--- src/rtl/ped_crossing_ctrl_pkg.sv ---
// Pedestrian crossing controller: state encoding and default timing.
// Shared by the top FSM and its button front end.
package ped_crossing_ctrl_pkg;

    typedef enum logic [2:0] {
        ST_IDLE     = 3'd0,
        ST_WAIT_RED = 3'd1,
        ST_WALK     = 3'd2,
        ST_CLEAR    = 3'd3,
        ST_HOLD     = 3'd4,
        ST_FAULT    = 3'd5
    } state_t;

    localparam int WALK_CYC_DEF  = 20;
    localparam int CLEAR_CYC_DEF = 10;
    localparam int FLASH_DIV_DEF = 2;
    localparam int CNT_W_DEF     = 8;
    localparam int CHIRP_DIV     = 4;

endpackage

--- src/rtl/ped_crossing_ctrl_btn_sync.sv ---
// Push-button front end: two-flop synchroniser and a one-cycle
// registered pulse on each synchronised rising edge.
module ped_crossing_ctrl_btn_sync (
    input  logic clk,
    input  logic reset,
    input  logic btn,
    output logic press
);

    logic s1;
    logic s2;

    always_ff @(posedge clk) begin
        if (!reset) begin
            s1    <= 1'b0;
            s2    <= 1'b0;
            press <= 1'b0;
        end else begin
            s1    <= btn;
            s2    <= s1;
            press <= s1 & ~s2;
        end
    end

endmodule

--- src/rtl/ped_crossing_ctrl.sv ---
// Pedestrian signal stage: WALK / flashing DON'T-WALK after vehicle red.
// Optional audio chirp is built only when PED_AUDIO_EN is defined.
module ped_crossing_ctrl
    import ped_crossing_ctrl_pkg::*;
#(
    parameter int WALK_CYC  = WALK_CYC_DEF,
    parameter int CLEAR_CYC = CLEAR_CYC_DEF,
    parameter int FLASH_DIV = FLASH_DIV_DEF,
    parameter int CNT_W     = CNT_W_DEF
) (
    input  logic             clk,
    input  logic             reset,
    input  logic             red,
    input  logic             yellow,
    input  logic             green,
    input  logic             ped_btn,
    output logic             walk,
    output logic             dont_walk,
    output logic             req_pend,
    output logic [CNT_W-1:0] countdown,
    output logic             fault,
    output logic             chirp
);

    state_t           state;
    logic             press;
    logic             red_q;
    logic             red_rise;
    logic             onehot;
    logic [CNT_W-1:0] timer;
    logic [CNT_W-1:0] flash_cnt;

    ped_crossing_ctrl_btn_sync u_btn (
        .clk   (clk),
        .reset (reset),
        .btn   (ped_btn),
        .press (press)
    );

    assign red_rise = red & ~red_q;
    assign onehot   = $onehot({red, yellow, green});

`ifdef PED_AUDIO_EN
    logic [CNT_W-1:0] chirp_cnt;
`else
    assign chirp = 1'b0;
`endif

    always_ff @(posedge clk) begin
        if (!reset) begin
            state     <= ST_IDLE;
            walk      <= 1'b0;
            dont_walk <= 1'b1;
            req_pend  <= 1'b0;
            countdown <= '0;
            fault     <= 1'b0;
            red_q     <= 1'b0;
            timer     <= '0;
            flash_cnt <= '0;
`ifdef PED_AUDIO_EN
            chirp     <= 1'b0;
            chirp_cnt <= '0;
`endif
        end else begin
            red_q <= red;
            if (press && state != ST_WALK && state != ST_FAULT)
                req_pend <= 1'b1;
`ifdef PED_AUDIO_EN
            chirp     <= 1'b0;
            chirp_cnt <= '0;
`endif
            // A bad vehicle lamp pattern overrides every other transition
            if (!onehot) begin
                state     <= ST_FAULT;
                walk      <= 1'b0;
                dont_walk <= 1'b1;
                countdown <= '0;
                fault     <= 1'b1;
            end else begin
                fault <= 1'b0;
                unique case (state)
                    ST_IDLE: begin
                        if (req_pend || press)
                            state <= ST_WAIT_RED;
                    end
                    ST_WAIT_RED: begin
                        if (red_rise) begin
                            state     <= ST_WALK;
                            walk      <= 1'b1;
                            dont_walk <= 1'b0;
                            timer     <= CNT_W'(WALK_CYC - 1);
                            req_pend  <= 1'b0;
                        end
                    end
                    ST_WALK: begin
                        if (!red) begin
                            state     <= ST_IDLE;
                            walk      <= 1'b0;
                            dont_walk <= 1'b1;
                        end else if (timer == '0) begin
                            state     <= ST_CLEAR;
                            walk      <= 1'b0;
                            dont_walk <= 1'b1;
                            countdown <= CNT_W'(CLEAR_CYC);
                            flash_cnt <= '0;
                        end else begin
                            timer <= timer - 1'b1;
`ifdef PED_AUDIO_EN
                            if (chirp_cnt == CNT_W'(CHIRP_DIV - 1)) begin
                                chirp <= ~chirp;
                            end else begin
                                chirp     <= chirp;
                                chirp_cnt <= chirp_cnt + 1'b1;
                            end
`endif
                        end
                    end
                    ST_CLEAR: begin
                        if (!red) begin
                            state     <= ST_IDLE;
                            dont_walk <= 1'b1;
                            countdown <= '0;
                        end else if (countdown <= CNT_W'(1)) begin
                            state     <= ST_HOLD;
                            dont_walk <= 1'b1;
                            countdown <= '0;
                        end else begin
                            countdown <= countdown - 1'b1;
                            if (flash_cnt == CNT_W'(FLASH_DIV - 1)) begin
                                flash_cnt <= '0;
                                dont_walk <= ~dont_walk;
                            end else begin
                                flash_cnt <= flash_cnt + 1'b1;
                            end
`ifdef PED_AUDIO_EN
                            if (chirp_cnt == CNT_W'(2 * CHIRP_DIV - 1)) begin
                                chirp <= ~chirp;
                            end else begin
                                chirp     <= chirp;
                                chirp_cnt <= chirp_cnt + 1'b1;
                            end
`endif
                        end
                    end
                    ST_HOLD: begin
                        if (!red)
                            state <= ST_IDLE;
                    end
                    default: begin
                        state <= ST_IDLE;
                    end
                endcase
            end
        end
    end

endmodule

--- config.mk ---
export PLATFORM = sky130hd
export DESIGN_NAME = ped_crossing_ctrl
export DESIGN_NICKNAME = d
export VERILOG_FILES = /design/src/rtl/ped_crossing_ctrl_pkg.sv /design/src/rtl/ped_crossing_ctrl_btn_sync.sv /design/src/rtl/ped_crossing_ctrl.sv
export SDC_FILE = /design/constraint.sdc
export NUM_CORES = 1
export LEC_CHECK = 0
export CORE_MARGIN = 4
export CORE_UTILIZATION = 50
export CTS_CLUSTER_DIAMETER = 150
export DETAILED_ROUTE_END_ITERATION = 6
export PLACE_DENSITY = 0.79
export SYNTH_ARGS = -nofsm -noshare
export SYNTH_HDL_FRONTEND = slang
export SYNTH_SLANG_ARGS = --single-unit
--- constraint.sdc ---
create_clock -name clk -period 2.6 [get_ports clk]
set_input_delay 0.39 -clock clk [delete_from_list [all_inputs] [get_ports clk]]
set_output_delay 0.39 -clock clk [all_outputs]
set_load 0.005 [all_outputs]
==> out/summary.txt, run 1 <==
Outcome = complete, no violations
Reg2Reg Launch Point = countdown[0]
Mapped Cells = 224
Die width = 69.8 um
Mean Syn Cell Area = 8.53 sq um
Hold Path Sink = u_btn.press
CP max FO = 7
Area delta synth->final = 19.8%
IO Port Bufs = 17
Post-synth cell types = 50
TritonCTS clock tree = done
Placed Cells = 292
Post-DR wirelength/cell = 14.0 um
Synthesized cell area = 1910 sq um
Clk sinks = 35
Antenna Cells = 0
Max-cap violations = 0
Worst path cell trace = clkdlybuf4s50_1 > inv_1 > fa_1 > and4bb_2 > o211a_1 > nand3_1 > xnor2_1 > o21a_1
Area share of the largest cell type after synthesis = 36.6%
Hold Crit Depth = 1
Fin cells = 300
Vias/cell = 5.75
FMAX = 0.423 GHz
Min Tclk post-route = 2.37 ns
Later-pin clock latency in the skew report = 0.29 ns
Final worst-path cycle share = 91.0%
CP Capture Type = register
CP Launch Point = red
Crit path DAT = 2.55 ns
Crit path largest cell delay = 0.52 ns
Worst slew pin tran = 0.575 ns
Initial Util = 51.8%
Prevailing post-synth register cell = dfxtp_1
Net count, final = 264
Largest net degree at the start of global routing = 13
# rows = 22
Post-Route WL = 4190 um
Fin worst setup slack = 0.234 ns
First-pass GRT wire length = 7420 um
Kind of critical path = in2reg
Clk root buf = clkbuf_8
Hpwl dp = 3160 um
CTS resizes = 0
Hold path startpoint = u_btn.s2
Count of final hold-check violations = 0
Synthesis Warnings = 0
Initial DRC count = 74
Critical Path RT = 2.78 ns
Sequential fraction of the synthesis area = 36.6%
IO Count = 19
Core Area = 3690 sq um
Post-CTS Hold Buffers = 0
Dominant cell type by area after synthesis = dfxtp_1
Die height = 69.8 um
Placement Setup Slack = -0.0387 ns
CTS buffer count = 5
Worst R2R End = flash_cnt[1]
Top delay family on crit path = buffers and inverters
Setup bufs post-CTS = 0
Hold Crit Class = reg2reg
Synth Register Bits = 35
GR Util All Layers = 18.4%
CTS max path bufs = 2
Most common cell in the netlist = dfxtp_1
Die area = 4880 sq um
Total grt overflow = 0
Max-slew violations = 0
Post-synth EDFFs = 0
Initial antenna violation count = 0
Slowest stage cell, crit path = fa_1
Number of global-route vias before repair = 1597
Startpoint Class = primary input
Mapped Nets = 237
LEAKAGE = 0.837 nW
Layout cell share with drive strength beyond 1 = 12.7%
Fill cells = 341
DR pass1 iterations = 5
Reg2Reg Setup Slack = 0.47 ns
Post-layout util = 62.1%
# DRC = 0
Slew HR = 61.3%
R2R cell count = 7
Worst vdd ir = 0.000301 V
Multi-input combinational cell area = 1130 sq um
Endpoints failing setup = 0
Post-synth top cells = dfxtp_1, nor2_1, a21oi_1, nand2_1, o21ai_0
Final ANT Viol Nets = 0
Pwr per Cell Area = 494 nW/um^2
Final Skew = 0.00697 ns
Placer congestion estimate = 0.843
DR vias = 1726
H-tree level count = 2
Async SR Flop Fraction = 0%
Clock-pin slew on the worst setup and hold paths = 0.07 ns
Top post-synthesis cells by area = dfxtp_1, nor2_1, a21oi_1
Buffers & Inverters on Critical Path = 2
Unrepaired setup endpoints after global routing = false
Area occupied by registers = 701 sq um
==> sequential cells by signal, indices dropped and copies added (netlist names), 3 cells and up <==
signal     count
countdown      8
state          3
flash_cnt      8
timer          8
==> per-stage QoR <==
step	power, mW	area (sq um)	hold WS (ns)	TNS, ns
after global placement	0.705	2190	0.371	0
after global routing	1.19	2290	0.390	0
after CTS	1.14	2290	0.387	0
after floorplan	0.664	1910	0.367	0
after detailed placement	0.707	2190	0.377	-0.0387
final	1.13	2290	0.382	0
==> where the power goes <==
| part | internal [mW] | switching (mW) | total (mW) |
|---|---|---|---|
| Clock | 0.241 | 0.196 | 0.437 |
| Combinational | 0.0629 | 0.0691 | 0.132 |
| Sequential | 0.549 | 0.0155 | 0.564 |
| Total | 0.852 | 0.280 | 1.13 |
==> cells in the final DEF, fill, tap and decap left out, types with 2 or more instances in the layout <==
master	count
ha_1	6
nor2b_1	3
a211oi_1	6
nand3_1	6
or4_4	2
nor3_1	10
o21ai_0	13
and3_1	3
mux2i_1	4
xnor2_1	2
o21a_1	5
nor2_1	29
dfxtp_1	35
buf_4	11
xor2_1	4
o31ai_1	3
a31oi_1	3
a21oi_1	15
clkdlybuf4s50_1	17
nand2_1	14
nor4_1	3
nand4b_1	2
and2_1	2
nand2b_1	2
o211ai_1	7
clkbuf_8	7
nand4_1	2
nand3b_1	3
inv_1	11
==> per-layer routing <==
metal / vias to the layer above / part of all wire, % / track usage, %
li1: 865 / - / -
met1: 810 / 47 / 24.4
met2: 45 / 46 / 28.4
met3: 6 / 6.1 / 5.07
met4: 0 / 1.4 / 7.02
met5: - / 0 / 0
==> final cells by class <==
| type | count | share of cell area (%) |
|---|---|---|
| sequential | 35 | 30.6 |
| inverter | 11 | 1.80 |
| clock inverter | 1 | 0.328 |
| timing repair buffer | 28 | 11.0 |
| multi-input combinational | 170 | 49.4 |
| tap | 48 | 2.62 |
| clock buffer | 7 | 4.21 |
==> cell families after synthesis <==
group / share of synthesized area, %
compound gates: 24.9
simple gates: 24.3
flops: 36.6
buf+inv: 4.12
fa+ha+maj: 4.97
xor+xnor: 2.75
mux: 2.09
other cells: 0.196
==> how the worst max path moves through the flow <==
stage                to  slack (ns)  cells after the start
6_report       timer[4]        0.23                      8
2_1_floorplan  timer[3]        0.08                      8
4_1_cts        timer[4]        0.25                      8
3_5_place_dp   timer[4]       -0.04                      8
5_1_grt        timer[4]        0.13                      8
3_3_place_gp   timer[4]        0.04                      8
No activity file was read; power rests on OpenSTA's default activity.
==> run 2, diff against run 1 <==
ABC_AREA = 1   (was default)
PLACE_DENSITY = 0.78   (was 0.79)
==> run 2 against run 1 <==
Net effect:
- combinational power up 34%
- sequential share of layout area down 4.7 points
- clock power is 10% higher
- routed wire length grew 18%
- via count rose by 22%
- power increased by 7.8%
- die area grew 21%
- count of clock-buffer cells in the layout fell by 1
- hold slack improved by 0.0056 ns
- critical endpoint is now flash_cnt[6]
- largest power group unchanged
==> out/summary.txt, run 2 <==
TritonCTS clock tree = done
Placed Cells = 404 (+38%)
# DRC = 0 (unchanged)
Setup_tns = 0 ns (unchanged)
Async SR Flop Fraction = 0% (unchanged)
Vias/cell = 5.11 (-11%)
Unrepaired setup endpoints after global routing = false
Post-Route WL = 4940 um (+18%)
Mean Syn Cell Area = 7.06 sq um (-17%)
Clk root buf = clkbuf_8
Die area = 5890 sq um (+21%)
Net count, final = 372 (+41%)
CP max FO = 10 (+3)
Layout cell share with drive strength beyond 1 = 18.9% (+6.2 points)
Clock-pin slew on the worst setup and hold paths = 0.07 ns (about the same)
CTS resizes = 0 (unchanged)
Max-cap violations = 0 (unchanged)
Post-synth EDFFs = 0 (unchanged)
Initial Util = 52.9% (+1.0 points)
Post-CTS Hold Buffers = 0 (unchanged)
CTS max path bufs = 2 (unchanged)
DR vias = 2099 (+22%)
Dominant cell type by area after synthesis = dfxtp_1
Most common cell in the netlist = nand2_1
IO Port Bufs = 17 (unchanged)
# rows = 24 (+9.1%)
Setup bufs post-CTS = 0 (unchanged)
Mapped Nets = 348 (+47%)
Commonest cells after routing, fill and taps aside = nand2_1, nor2_1, inv_1
Pwr per Cell Area = 451 nW/um^2 (-8.7%)
Later-pin clock latency in the skew report = 0.29 ns (about the same)
Area occupied by registers = 701 sq um (unchanged)
Critical Path RT = 2.78 ns (about the same)
DR pass1 iterations = 4 (-1)
Post-synth cell types = 36 (-28%)
Top post-synthesis cells by area = dfxtp_1, nand2_1, nor2_1
Mapped Cells = 335 (+50%)
Prevailing post-synth register cell = dfxtp_1
FMAX = 0.457 GHz (+8.1%)
Max-slew violations = 0 (unchanged)
Number of global-route vias before repair = 1902 (+19%)
Post-DR wirelength/cell = 12.0 um (-14%)
Min Tclk post-route = 2.19 ns (-0.178 ns)
Kind of critical path = in2reg
Post-layout util = 60.5% (-1.7 points)
Hold Crit Class = reg2reg
GR Util All Layers = 17.2% (-1.2 points)
Core Area = 4470 sq um (+21%)
Area delta synth->final = 14.4%
Overall Power = 1.22 mW (+7.8%)
IO Count = 19 (unchanged)
Placer congestion estimate = 0.817 (-3.0%)
Die height = 76.8 um (+9.9%)
Initial antenna violation count = 0 (unchanged)
Top flop regs = countdown (8), flash_cnt (8), timer (8)
Post-synth top cells = nand2_1, nor2_1, inv_1, dfxtp_1, nand3_1
Fill cells = 402 (+18%)
Count of final hold-check violations = 0 (unchanged)
CP Capture Type = register
Final Skew = 0.00841 ns (+0.00144 ns)
Clk sinks = 35 (unchanged)
Synthesized cell area = 2360 sq um (+24%)
Antenna Cells = 0 (unchanged)
Sequential fraction of the synthesis area = 29.6% (-7.0 points)
Startpoint Class = primary input
Crit path DAT = 2.37 ns (-0.18 ns)
Largest net degree at the start of global routing = 14 (+1)
LEAKAGE = 1.14 nW (+37%)
Outcome = complete, no violations
Fin cells = 411 (+37%)
Die width = 76.8 um (+9.9%)
Endpoints failing setup = 0 (unchanged)
Final worst-path cycle share = 84.1% (-6.8 points)
First-pass GRT wire length = 8290 um (+12%)
Commonest non-fill, non-tap cell in the layout = nand2_1
Multi-input combinational cell area = 1460 sq um (+29%)
Total grt overflow = 0 (unchanged)
Final ANT Viol Nets = 0 (unchanged)
CTS buffer count = 5 (unchanged)
Initial DRC count = 113 (+53%)
H-tree level count = 2 (unchanged)
Synth Register Bits = 35 (unchanged)
Worst vdd ir = 0.000296 V (-1.7%)
Hpwl dp = 3690 um (+17%)
Synthesis Warnings = 0 (unchanged)
Area share of the largest cell type after synthesis = 29.6% (-7.0 points)
## run 2: kinds of logic after synthesis
group                      Yosys count  synth area share, %
DFF                                 35                 29.6
adders and majority gates            7                 4.02
other                                1                0.159
and+or+nand+nor                    202                 44.7
xor gates and xnor gates             8                 2.96
AOI/OAI and AO/OA                   35                 10.0
buffers and inverters               47                 8.57
## run 2: path summary, 6_finish.rpt
check                     from           end  slack (ns)  cells past startpoint
setup / recovery           red  flash_cnt[6]        0.41                     10
hold / removal        u_btn.s2   u_btn.press        0.39                      1
setup reg to reg  countdown[0]      state[2]        0.95                     11
hold reg to reg       u_btn.s2   u_btn.press        0.39                      1
## run 2: cell type report
cell class / instances / share of cell area [%]
clock inverters: 1 / 1.11
flip-flops and latches: 35 / 25.9
repair buffers: 22 / 7.68
well taps: 52 / 2.41
clock buffers: 6 / 2.68
multi-input cells: 253 / 54.0
inverters: 42 / 6.20
## run 2: power breakdown
part / leakage (nW) / switching [mW] / internal [mW] / total [mW]
combinational: 0.809 / 0.111 / 0.0662 / 0.177
sequential: 0.284 / 0.0142 / 0.549 / 0.563
clock: 0.0513 / 0.200 / 0.281 / 0.481
## run 2: through the flow
stage / area (sq um) / worst slack (ns) / hold WS [ns]
floorplan: 2360 / 0.548 / 0.368
global placement: 2600 / 0.203 / 0.374
detailed placement: 2600 / 0.122 / 0.387
CTS: 2710 / 0.428 / 0.394
global route: 2710 / 0.352 / 0.424
finish: 2710 / 0.412 / 0.388
## run 2: critical path, stage by stage
cell             delay, ns
clkdlybuf4s50_1       0.56
inv_6                 0.07
fa_1                  0.48
nor2_2                0.14
inv_1                 0.11
a21oi_4               0.15
buf_4                 0.22
nand2_8               0.09
nand2_2               0.08
a21oi_2               0.05
## run 2: routing by layer
layer  vias to the layer above  track usage [%]  wire, um
li1                       1104                -         -
met1                       945             21.6      2400
met2                        40             28.3      2250
met3                        10             3.86       185
met4                         0             7.25       102
met5                         -                0         0
==> run 3, diff against run 2 <==
PLACE_DENSITY = 0.75   (was 0.78)
clock period = 2.2 ns   (was 2.6 ns; I/O delays follow)
==> run 3 against run 2 <==
Net effect:
- core utilization up 1.1 points
- routed wire length up 0.57%
- global-route usage up 1.0 points
- combinational power up 25%
- power up 23%
- largest power group unchanged
- via count up 3.1%
==> out/summary.txt, run 3 (synthesis gave the netlist of run 2 again) <==
Max-slew violations = 0 (unchanged)
# DRC = 0 (unchanged)
Top delay family on crit path = buffers and inverters
H-tree level count = 2 (unchanged)
Clk root buf = clkbuf_8
IO Port Bufs = 17 (unchanged)
Clk sinks = 35 (unchanged)
CP max FO = 7 (-3)
Post-place instance area = 2640 sq um (+1.3%)
Placement Setup Slack = -0.0959 ns (-0.218 ns)
Die height = 76.8 um (unchanged)
Die width = 76.8 um (unchanged)
Later-pin clock latency in the skew report = 0.30 ns (about the same)
Outcome = complete, no violations
Top flop regs = countdown (8), flash_cnt (8), timer (8)
Min Tclk post-route = 1.98 ns
Max-cap violations = 0 (unchanged)
DR vias = 2165 (+3.1%)
Vias/cell = 5.22 (+2.2%)
Critical Path RT = 2.39 ns (-0.39 ns)
Hold Crit Depth = 1 (unchanged)
Worst vdd ir = 0.000409 V (+38%)
TritonCTS clock tree = done
Hold Crit Class = reg2reg
Post-CTS Hold Buffers = 0 (unchanged)
GR Util All Layers = 18.2% (+1.0 points)
Final worst-path cycle share = 90.0%
LEAKAGE = 1.17 nW (+2.4%)
Cell area after layout = 2760 sq um (+1.9%)
Buffers & Inverters on Critical Path = 3 (-1)
Initial Util = 52.9% (unchanged)
Post-DR wirelength/cell = 12.0 um (-0.40%)
IO Count = 19 (unchanged)
Die area = 5890 sq um (unchanged)
Final Skew = 0.00808 ns (-0.000327 ns)
Crit path largest cell delay = 0.55 ns (about the same)
Net count, final = 375 (+0.81%)
Antenna Cells = 0 (unchanged)
Largest net degree at the start of global routing = 14 (unchanged)
Clock-pin slew on the worst setup and hold paths = 0.07 ns (about the same)
# rows = 24 (unchanged)
Hpwl dp = 3790 um (+2.7%)
Total grt overflow = 0 (unchanged)
Startpoint Class = primary input
Slowest stage cell, crit path = clkdlybuf4s50_1
Initial DRC count = 109 (-3.5%)
Kind of critical path = in2reg
First-pass GRT wire length = 8720 um (+5.2%)
Final ANT Viol Nets = 0 (unchanged)
Placer congestion estimate = 0.848 (+3.8%)
Endpoints failing setup = 0 (unchanged)
Worst path cell trace = clkdlybuf4s50_1 > inv_6 > fa_1 > nor2_2 > inv_1 > a21oi_4 > nand3_2 > nand2_1 > a21oi_2
Post-layout util = 61.6% (+1.1 points)
Commonest non-fill, non-tap cell in the layout = nand2_1
Post-Route WL = 4970 um (+0.57%)
Count of final hold-check violations = 0 (unchanged)
Core Area = 4470 sq um (unchanged)
Fill cells = 408 (+1.5%)
CP Capture Type = register
Initial antenna violation count = 0 (unchanged)
FMAX = 0.505 GHz
Layout cell share with drive strength beyond 1 = 20.1% (+1.2 points)
Pwr per Cell Area = 547 nW/um^2 (+21%)
R2R cell count = 11 (unchanged)
Setup_tns = 0 ns (unchanged)
Area delta synth->final = 16.5%
Commonest cells after routing, fill and taps aside = nand2_1, nor2_1, inv_1
CTS resizes = 0 (unchanged)
Fin worst setup slack = 0.221 ns (-0.191 ns)
Unrepaired setup endpoints after global routing = false
Worst hold slack = 0.388 ns (+0.000264 ns)
Crit path DAT = 2.16 ns (-0.21 ns)
DR pass1 iterations = 6 (+2)
Setup bufs post-CTS = 0 (unchanged)
Critical path depth = 9 (-1)
CTS buffer count = 5 (unchanged)
CTS max path bufs = 2 (unchanged)
Number of global-route vias before repair = 2082 (+9.5%)
run 3: worst reg2reg max path: stages (launching register included):
cell	delay, ns
dfxtp_1	0.35
inv_1	0.08
ha_1	0.22
inv_1	0.05
nand2_1	0.09
nand2_1	0.07
nor2_1	0.24
nor2_4	0.09
nor2_2	0.15
nand3_1	0.10
nand3_1	0.10
nand2_1	0.05
run 3: final timing paths:
| check | startpoint | to | slack, ns |
|---|---|---|---|
| worst min-delay path | u_btn.s2 | u_btn.press | 0.39 |
| worst max register to register | countdown[0] | state[2] | 0.52 |
| worst min register to register | u_btn.s2 | u_btn.press | 0.39 |
| worst max-delay path | red | timer[7] | 0.22 |
run 3: per-stage QoR:
stage | std cells | power (mW)
2_1_floorplan | 335 | 0.834
3_3_place_gp | 407 | 0.894
5_1_grt | 415 | 1.56
6_report | 415 | 1.51
3_5_place_dp | 407 | 0.898
4_1_cts | 415 | 1.51
run 3: where the power goes:
group | switching (mW) | internal, mW | leakage (nW)
Combinational | 0.132 | 0.0884 | 0.826
Sequential | 0.0158 | 0.649 | 0.284
Clock | 0.256 | 0.367 | 0.0612
run 3: final cells by class:
type	instances	area [sq um]	share of cell area [%]
clock buffers	6	82.6	3.00
well taps	52	65.1	2.36
inverters	42	168	6.09
multi-input cells	253	1460	53.0
repair buffers	25	243	8.81
clock inverters	2	35.0	1.27
flip-flops and latches	35	701	25.4
run 3: routing by layer:
layer,vias up,global-route usage (%),wire [um]
li1,1121,-,-
met2,33,31.4,2390
met1,1007,21.0,2360
met3,4,5.62,169
met4,0,6.88,60
met5,-,0,0
